$ cat src/rtl/ro_data_receiver.sv
// ============================================================================
// ro_data_receiver: deserializes the RO-count serial stream into 8x32-bit frames
// Revision: 1.0
// ============================================================================
`default_nettype none

module ro_data_receiver #(
  parameter int NUM_WORDS   = 8,
  parameter int WORD_W      = 32,
  parameter int SYNC_OFFSET = 1
) (
  input  logic                        data_clk,
  input  logic                        reset,
  input  logic                        data_in,
  input  logic [1:0]                  sel_in,
  input  logic                        clear_err,
  output logic [NUM_WORDS*WORD_W-1:0] counts_out,
  output logic [1:0]                  frame_sel,
  output logic                        frame_valid,
  output logic [15:0]                 frame_count,
  output logic                        sync_err,
  output logic                        seq_err
);

  localparam int NB = NUM_WORDS * WORD_W;
  localparam int CW = $clog2(NB) + 1;

  typedef enum logic [1:0] {
    HUNT = 2'd0,
    WAIT = 2'd1,
    RECV = 2'd2,
    DONE = 2'd3
  } state_t;

  state_t          state_q, state_d;
  logic [1:0]      sel_q, sel_d;
  logic [1:0]      cap_q, cap_d;
  logic            data_q, data_d;
  logic [1:0]      wcnt_q, wcnt_d;
  logic [CW-1:0]   bit_cnt_q, bit_cnt_d;
  logic [NB-1:0]   shift_q, shift_d;
  logic [NB-1:0]   counts_q, counts_d;
  logic [1:0]      fsel_q, fsel_d;
  logic            fvalid_q, fvalid_d;
  logic [15:0]     fcount_q, fcount_d;
  logic            serr_q, serr_d;
  logic            qerr_q, qerr_d;
  logic            have_q, have_d;
  logic            edge_w;
  logic            seq_set_w;

  always_ff @(posedge data_clk or negedge reset) begin
    if (!reset) begin
      state_q   <= HUNT;
      sel_q     <= '0;
      cap_q     <= '0;
      data_q    <= 1'b0;
      wcnt_q    <= '0;
      bit_cnt_q <= '0;
      shift_q   <= '0;
      counts_q  <= '0;
      fsel_q    <= '0;
      fvalid_q  <= 1'b0;
      fcount_q  <= '0;
      serr_q    <= 1'b0;
      qerr_q    <= 1'b0;
      have_q    <= 1'b0;
    end else begin
      state_q   <= state_d;
      sel_q     <= sel_d;
      cap_q     <= cap_d;
      data_q    <= data_d;
      wcnt_q    <= wcnt_d;
      bit_cnt_q <= bit_cnt_d;
      shift_q   <= shift_d;
      counts_q  <= counts_d;
      fsel_q    <= fsel_d;
      fvalid_q  <= fvalid_d;
      fcount_q  <= fcount_d;
      serr_q    <= serr_d;
      qerr_q    <= qerr_d;
      have_q    <= have_d;
    end
  end

  always_comb begin
    edge_w    = (sel_in != sel_q);
    seq_set_w = 1'b0;
    state_d   = state_q;
    sel_d     = sel_in;
    cap_d     = cap_q;
    // data_in is staged one cycle so bit 0 lines up with the first RECV cycle
    data_d    = data_in;
    wcnt_d    = wcnt_q;
    bit_cnt_d = bit_cnt_q;
    shift_d   = shift_q;
    counts_d  = counts_q;
    fsel_d    = fsel_q;
    fvalid_d  = 1'b0;
    fcount_d  = fcount_q;
    serr_d    = edge_w && ((state_q == WAIT) || (state_q == RECV));
    have_d    = have_q;

    case (state_q)
      WAIT: begin
        if (wcnt_q == 2'd0) state_d = RECV;
        else                wcnt_d  = wcnt_q - 2'd1;
      end
      RECV: begin
        shift_d   = {data_q, shift_q[NB-1:1]};
        bit_cnt_d = bit_cnt_q + CW'(1);
        if (bit_cnt_q == CW'(NB - 1)) state_d = DONE;
      end
      DONE: begin
        counts_d  = shift_q;
        fsel_d    = cap_q;
        fvalid_d  = 1'b1;
        fcount_d  = fcount_q + 16'd1;
        seq_set_w = have_q && (cap_q != (fsel_q + 2'd1));
        have_d    = 1'b1;
        state_d   = HUNT;
      end
      default: ;
    endcase

    // Any select change (re)starts a frame, overriding whatever the state chose
    if (edge_w) begin
      state_d   = (SYNC_OFFSET == 0) ? RECV : WAIT;
      wcnt_d    = 2'((SYNC_OFFSET > 0) ? (SYNC_OFFSET - 1) : 0);
      bit_cnt_d = '0;
      cap_d     = sel_in;
    end

    if (seq_set_w)      qerr_d = 1'b1;
    else if (clear_err) qerr_d = 1'b0;
    else                qerr_d = qerr_q;
  end

  assign counts_out  = counts_q;
  assign frame_sel   = fsel_q;
  assign frame_valid = fvalid_q;
  assign frame_count = fcount_q;
  assign sync_err    = serr_q;
  assign seq_err     = qerr_q;

endmodule

`default_nettype wire

$ cat config.mk
export PLATFORM = sky130hd
export DESIGN_NAME = ro_data_receiver
export DESIGN_NICKNAME = d
export VERILOG_FILES = /design/src/rtl/ro_data_receiver.sv
export SDC_FILE = /design/constraint.sdc
export NUM_CORES = 1
export LEC_CHECK = 0
export BUFFER_PORTS_ARGS = -buffer_cell sky130_fd_sc_hd__buf_2
export CORE_MARGIN = 5
export CORE_UTILIZATION = 45
export DETAILED_ROUTE_END_ITERATION = 6
export GPL_ROUTABILITY_DRIVEN = 0
export SLEW_MARGIN = 30
export SYNTH_ARGS = -nofsm -noshare
export SYNTH_HDL_FRONTEND = slang
export SYNTH_SLANG_ARGS = --single-unit
$ cat constraint.sdc
create_clock -name data_clk -period 2.7 [get_ports data_clk]
set_input_delay 0.54 -clock data_clk [delete_from_list [all_inputs] [get_ports data_clk]]
set_output_delay 0.54 -clock data_clk [all_outputs]
set_load 0.05 [all_outputs]
Word-level counts from Yosys, hierarchy flattened
Index checks and enable logic that the tools add are counted.
- add/subtract/negate cells: 4
- multipliers: 0
- divide/modulo/power cells: 0
- magnitude comparators: 0
- eq/ne operators: 9
- shift-type cells: 0
- multiplexer cells: 13
- bitwise gates (word level): 0
- reduce and logical (&&, ||, !) cells: 10
- operators by type and width (kind ; count):
    9-bit 2-to-1 mux ; 2
    16-bit by 1-bit adder with 16-bit output (second input constant) ; 1
    2-bit 2-to-1 mux ; 6
    9-bit by 1-bit adder with 9-bit output (second input constant) ; 1
    9-bit by 8-bit == test with 1-bit output (second input constant) ; 1
    3-bit by 2-bit != test with 1-bit output (second input constant) ; 2
    2-bit case mux with 3 select lines ; 1
    2-bit nonzero test ; 3
    2-bit == test (second input constant) ; 2
    1-bit 2-to-1 mux ; 4
    2-bit != test ; 2
    4-bit nonzero test ; 1
    3-bit AND reduction ; 1
    2-bit by 1-bit adder with 2-bit output (second input constant) ; 1
    2-bit by 1-bit == test with 1-bit output (second input constant) ; 1
    1-bit logical AND ; 2
    2-bit zero test ; 1
    2-bit != test (second input constant) ; 1
    2-bit AND reduction ; 1
    2-bit by 1-bit subtractor with 2-bit output (second input constant) ; 1
    1-bit logical OR ; 1
- flip-flop bits (word level): 552
- bits in latches: 0
- RAM bits: 0
- memory bits (read-only): 0
- input port bits: 6
- output and inout bits: 277
- logic and storage cells: 50
- memories kept: 0

Longest topological paths before layout
Gate-level depths: netlist (run 1).
- word-level depth: 5
- depth in mapped cells: 8
- mapped depth without buffers: 7

Least setup slack after synthesis (run 1)
OpenSTA, ideal clock, no wires.
- path kind: reg2reg
- start: register fcount_q[0], in the netlist frame_count[0]
- end: register fcount_q[14], in the netlist frame_count[14]
- library setup time: 144 ps
- arrival: 1548 ps
- data required time: 2556 ps
- setup slack: 1008 ps
- stages on the path, launching flop included: 5
- cells stage by stage: dfrtp_1 ha_1 nand4_1 nor4_1 xor2_1
- word-level cells in the longest chain between the ends: 1
- ends and longest elaborated chain (item ; line ; RTL):
    from (decl) ; 45 ; logic [15:0] fcount_q, fcount_d;
    from (signal assigned) ; 79 ; fcount_q <= fcount_d;
    16-bit by 1-bit adder with 16-bit output ; 118 ; fcount_d = fcount_q + 16'd1;
No other way between the ends.
A chain may end at the register's enable or synchronous reset.

Final worst setup path (run 1)
- start: register state_q[0]
- end: register shift_q[129]
- word-level cells in the longest chain between the ends: 1
- ends and longest elaborated chain (item ; line ; RTL):
    from (decl) ; 35 ; state_t state_q, state_d;
    from (signal assigned) ; 69 ; state_q <= state_d;
    2-bit == test ; 104 ; case (state_q)
    to (signal assigned) ; 75 ; shift_q <= shift_d;
    to (decl) ; 41 ; logic [NB-1:0] shift_q, shift_d;
No other way between the ends.

==> flow_metrics.tcl, run 1 <==
set metrics [dict create \
    drt_iter0_markers 446 \
    grt_max_degree 90 \
    antenna_found_initial 1 \
    clk_path_buf_depth 3 \
    setup_viol 0 \
    tns_ps 0 \
    cts-htree-levels 2 \
    final_cell_mix "552 x dfrtp_1, 518 x mux2_2, 281 x buf_2" \
    cap_viol_max_count 0 \
    async_reset_ff_frac 1.00 \
    p_leak_nw 13.4 \
    numCtsBuffers 58 \
    synth_area_leaders "dfrtp_1 67%, mux2_2 28%, buf_2 1.5%, xor2_1 0.55%, ha_1 0.48%" \
    slew_headroom 0.592 \
    die_area_sq_um 50400 \
    avgRoutedWirePerCell_microns 18.1 \
    synth_cell_type_count 30 \
    wirelength_microns 39700 \
    fin_cells 2190 \
    cp_max_fo 47 \
    fin_crit_ps 1980 \
    vias 11061 \
    slowest_delay_ps 550 \
    cts_tree "yes" \
    syn2layout_area_growth_pct 20.3 \
    mostFrequentLayoutCell "dfrtp_1" \
    synth_edf_count 0 \
    die_x_microns 224 \
    worstPathArrival_ps 2460 \
    grt_overflow 0 \
    viasPerCell 5.05 \
    setup_ws_ps 717 \
    ys_ff_latch 552 \
    grt_pass1_vias 11676 \
    synthFlopType "dfrtp_1" \
    fmax_mhz 504 \
    io_pins 283 \
    cp-end-kind "flip-flop" \
    use_met1 0.219 \
    holdWs_ps 50.2 \
    syn_nets 1254 \
    crit_start "state_q[0]" \
    crit_chain "inv_1 -> ha_4 -> buf_4 -> mux2_2" \
    rsz0062_at_grt "false" \
    ant_nets 0 \
    place_inst 2081 \
    final_nets 1556 \
    min_path_type "in -> reg" \
    drc 0 \
    yosysWarnings 0 \
    met2_usage 0.248 \
    drv_slew 0 \
    syn_area_sq_um 20700 \
    cp.required_ps 3170 \
    slowest_stage "buf_4" \
    dp_slack_ps 726 \
    dp_hpwl_microns 25800 \
    fillers 3726 \
    drt_pre_antenna_iters 4 \
    worstHoldStart "data_in" \
    synthCells 1240 \
    tightest_slew_ps 612 \
    layout-drive-gt1-share 0.576 \
    pwr_density_cell_nw_per_um2 729 \
    start_util 0.456 \
    worst-setup-path-type "reg -> reg" \
    outcome "finished, final reports clean" \
    yosysTopAreaCellShare 0.668 \
    grt_usage 0.157 \
    clk_pin_slew_ps 60 \
    clkSinkCount 552 \
    fin_crit_sh 0.735 \
    syn_avg_cell_area_sq_um 16.7 \
    rows 78 \
    root_buffer "clkbuf_16" \
    synth.largest_area_cell "dfrtp_1" \
    portBuffers 282 \
    ys_seq_area_frac 0.668 \
    vdd_ir_drop_max_uv 437 \
    worstSkewPairLatency_ps 600 \
    met3_usage 0.0420 \
    hold_viol_final 0 \
    core_sq_um 45400 \
    start_kind "flip-flop" \
    die_h_microns 224 \
    r2r_start "state_q[0]" \
    grt-busiest-layer "met2" \
    grt_pass1_wl_microns 65300 \
    fin_skew_ps 17.1 \
]
==> registers in the layout (all words and copies together), names as in the netlist <==
name / flops
bit_cnt_q: 9
cap_q: 2
counts_out: 256
data_q: 1
frame_count: 16
frame_sel: 2
frame_valid: 1
have_q: 1
sel_q: 2
seq_err: 1
shift_q: 256
state_q: 2
sync_err: 1
wcnt_q: 2
==> critical path: cells and delay by family (launching register included) <==
family,cells,cell delay (ps)
adders and majority gates,1,280
buffers and inverters,2,680
DFF,1,450
muxes,1,400
==> power by group <==
group	internal (W)	switching (W)	total, W
Combinational	0.000533	0.00101	0.00154
Clock	0.00490	0.00315	0.00805
Sequential	0.00840	0.000139	0.00854
==> layer usage <==
metal | vias to the layer above | share of wire
li1 | 5010 | -
met1 | 5781 | 0.45
met2 | 201 | 0.47
met3 | 67 | 0.055
met4 | 2 | 0.022
met5 | - | 0.00028
==> layout make-up <==
cell class / instances / area [sq um] / share of cell area
Multi-Input combinational cell: 618 / 6560 / 0.264
Sequential cell: 552 / 13800 / 0.555
Clock inverter: 11 / 139 / 0.00558
Timing Repair Buffer: 304 / 1750 / 0.0704
Clock buffer: 96 / 1840 / 0.0739
Tap cell: 600 / 751 / 0.0302
Inverter: 8 / 30.0 / 0.00121
Antenna cell: 1 / 2.50 / 0.000101
==> logic make-up after synthesis <==
family	count (synthesis)	synth area share
fa+ha+maj	8	0.00484
xor+xnor	23	0.00974
simple gates	54	0.0146
mux	520	0.283
buf+inv	70	0.0164
compound gates	13	0.00381
flops	552	0.668
==> synth_stat cells (2+ instances only) <==
| cell | n |
|---|---|
| a21oi_1 | 5 |
| buf_2 | 60 |
| dfrtp_1 | 552 |
| ha_1 | 8 |
| inv_1 | 8 |
| mux2_2 | 518 |
| mux2i_1 | 2 |
| nand2_1 | 10 |
| nand2b_1 | 2 |
| nand3_1 | 4 |
| nand4_1 | 7 |
| nand4_4 | 2 |
| nor2_1 | 13 |
| nor2b_1 | 2 |
| nor3_1 | 3 |
| nor4_1 | 5 |
| o21ai_0 | 3 |
| or3_1 | 3 |
| xnor2_1 | 10 |
| xor2_1 | 13 |
==> final timing paths <==
| check | to | slack, ps | cells after the start |
|---|---|---|---|
| min reg2reg | have_q | 470 | 1 |
| max in group asynchronous | shift_q[226] | 1430 | 3 |
| max reg2reg | shift_q[129] | 720 | 4 |
| max | shift_q[129] | 720 | 4 |
| min in group asynchronous | counts_out[56] | 430 | 2 |
| min | data_q | 50 | 1 |
==> what timing repair did <==
action                    4_1_cts  5_1_grt
resized for setup               0        0
setup buffers                   0        0
hold buffers                    1        0
hold endpoints to repair       24        0
==> stage by stage <==
step           power, W  area, sq um  utilization
2_1_floorplan   0.00974        20700            -
3_3_place_gp     0.0103        22900        0.505
3_5_place_dp     0.0103        22900        0.505
4_1_cts          0.0184        24900        0.548
5_1_grt          0.0189        24900        0.548
6_report         0.0181        24900        0.548
No activity file was read; power rests on OpenSTA's default activity.
==> run 2, diff against run 1 <==
==> constraint.sdc (replaced) <==
create_clock -name data_clk -period 1.95 [get_ports data_clk]
set_input_delay 0.39 -clock data_clk [delete_from_list [all_inputs] [get_ports data_clk]]
set_output_delay 0.39 -clock data_clk [all_outputs]
set_load 0.05 [all_outputs]
==> run 2 against run 1 <==
First-iteration DRC count increased by 13%. Via count increased by 0.57%. Highest routed layer is now met4. Clock skew decreased by 7.7 ps. Worst setup slack got worse by 550 ps. Sequential share of layout area decreased by 0.14 points. Largest power group unchanged.
==> flow_metrics.tcl, run 2 (same netlist as run 1, synthesis figures left out) <==
set metrics [dict create \
    fmax_mhz 560 \
    cp-end-kind "flip-flop" \
    start_util 0.456 \
    crit_start "state_q[0]" \
    fin_skew_ps 9.33 \
    cts_setup_buffers 0 \
    avgRoutedWirePerCell_microns 18.2 \
    p_comb_frac 0.095 \
    grt_overflow 0 \
    slowest_delay_ps 450 \
    rows 78 \
    drt_iter0_markers 502 \
    wirelength_microns 40100 \
    regArea_sq_um 13800 \
    outcome "finished, final reports clean" \
    vias 11124 \
    layout-drive-gt1-share 0.574 \
    antenna_found_initial 3 \
    tightest_slew_ps 417 \
    cap_viol_max_count 0 \
    r2r_start "state_q[0]" \
    viasPerCell 5.04 \
    final_cell_mix "552 x dfrtp_1, 518 x mux2_2, 281 x buf_2" \
    start_kind "flip-flop" \
    grt_max_degree 62 \
    final_nets 1579 \
    syn2layout_area_growth_pct 20.6 \
    pwr-share-seq 0.493 \
    dpl_cell_area_sq_um 23200 \
    core_sq_um 45400 \
    crit_chain "inv_1 -> ha_4 -> buf_12 -> mux2_2" \
    worst-setup-path-type "reg -> reg" \
    vdd_ir_drop_max_uv 777 \
    die_x_microns 224 \
    drc 0 \
    clkSinkCount 552 \
    cp_num_buf_inv 2 \
    drt_pre_antenna_iters 4 \
    dp_hpwl_microns 26900 \
    die_area_sq_um 50400 \
    clk_pin_slew_ps 60 \
    fin_crit_sh 0.916 \
    cts-htree-levels 2 \
    grt_pass1_wl_microns 66500 \
    rsz0062_at_grt "false" \
    fin_area_sq_um 25000 \
    grt_pass1_vias 11889 \
    slowest_stage "dfrtp_1" \
    cp.required_ps 2410 \
    numCtsBuffers 56 \
    fin_crit_ps 1790 \
    clk_path_buf_depth 3 \
    sw_frac_of_total 0.240 \
    internal-power_w 0.0182 \
    crit_family "flip-flops" \
    setup_viol 0 \
    tns_ps 0 \
    portBuffers 282 \
    cp_max_fo 55 \
    clockPowerShare 0.412 \
    switching_power_w 0.00576 \
    pwr_density_cell_nw_per_um2 961 \
    drv_slew 0 \
    slew_headroom 0.721 \
    p_leak_nw 13.4 \
    min_path_type "in -> async" \
    ant_nets 0 \
    worstPathArrival_ps 2240 \
    cts_tree "yes" \
    root_buffer "clkbuf_16" \
    hold_viol_final 0 \
    grt_usage 0.160 \
    cts_resized 0 \
    die_h_microns 224 \
    multiInputGateArea_sq_um 6560 \
    io_pins 283 \
    mostFrequentLayoutCell "dfrtp_1" \
    worstSkewPairLatency_ps 580 \
    fillers 3749 \
]
[run 2: per-layer routing]
layer,share of wire,up-vias,global-route usage
met5,0,-,0
met4,0.025,0,0.0521
met3,0.051,65,0.0342
met2,0.46,212,0.247
met1,0.46,5791,0.229
li1,-,5056,-
[run 2: per-stage QoR]
stage / utilization / total power [W] / worst slack (ps) / hold WS, ps / cells
after floorplan: - / 0.0135 / 258 / 94.4 / 1240
after global placement: 0.512 / 0.0143 / 204 / 314 / 2102
after detailed placement: 0.512 / 0.0144 / 162 / 317 / 2102
after CTS: 0.550 / 0.0244 / 120 / 276 / 2202
after global routing: 0.550 / 0.0250 / 91.0 / 304 / 2205
final: 0.550 / 0.0240 / 164 / 300 / 2205
[run 2: layout make-up]
cell class | count | area share
multi-input combinational | 618 | 0.263
sequential | 552 | 0.554
timing repair buffer | 329 | 0.0846
clock buffer | 89 | 0.0660
inverter | 8 | 0.00120
clock inverter | 6 | 0.00120
antenna | 3 | 0.000301
tap | 600 | 0.0301
[run 2: path summary, 6_finish.rpt]
check / to / depth (start not counted) / slack (ps)
worst max-delay path: shift_q[54] / 4 / 160
worst min-delay path: shift_q[52] / 2 / 300
worst max register to register: shift_q[54] / 4 / 160
worst min register to register: frame_count[15] / 1 / 470
max in group asynchronous: shift_q[235] / 4 / 900
min in group data_clk: data_q / 2 / 470
[run 2: worst register-to-register path, stage by stage (launching register included)]
cell	delay, ps
dfrtp_1	450
inv_1	140
ha_4	310
buf_12	300
mux2_2	470
[run 2: repair_timing]
action,CTS,global route
setup endpoints to repair,0,0
hold buffers,5,0
hold endpoints to repair,20,0
[run 2: power by group through the flow]
stage / clock network (W) / registers [W] / logic [W]
floorplan: 0 / 0.0124 / 0.00107
global placement: 0 / 0.0120 / 0.00231
detailed placement: 0 / 0.0120 / 0.00232
CTS: 0.0102 / 0.0118 / 0.00233
global route: 0.0107 / 0.0119 / 0.00245
finish: 0.00987 / 0.0118 / 0.00228
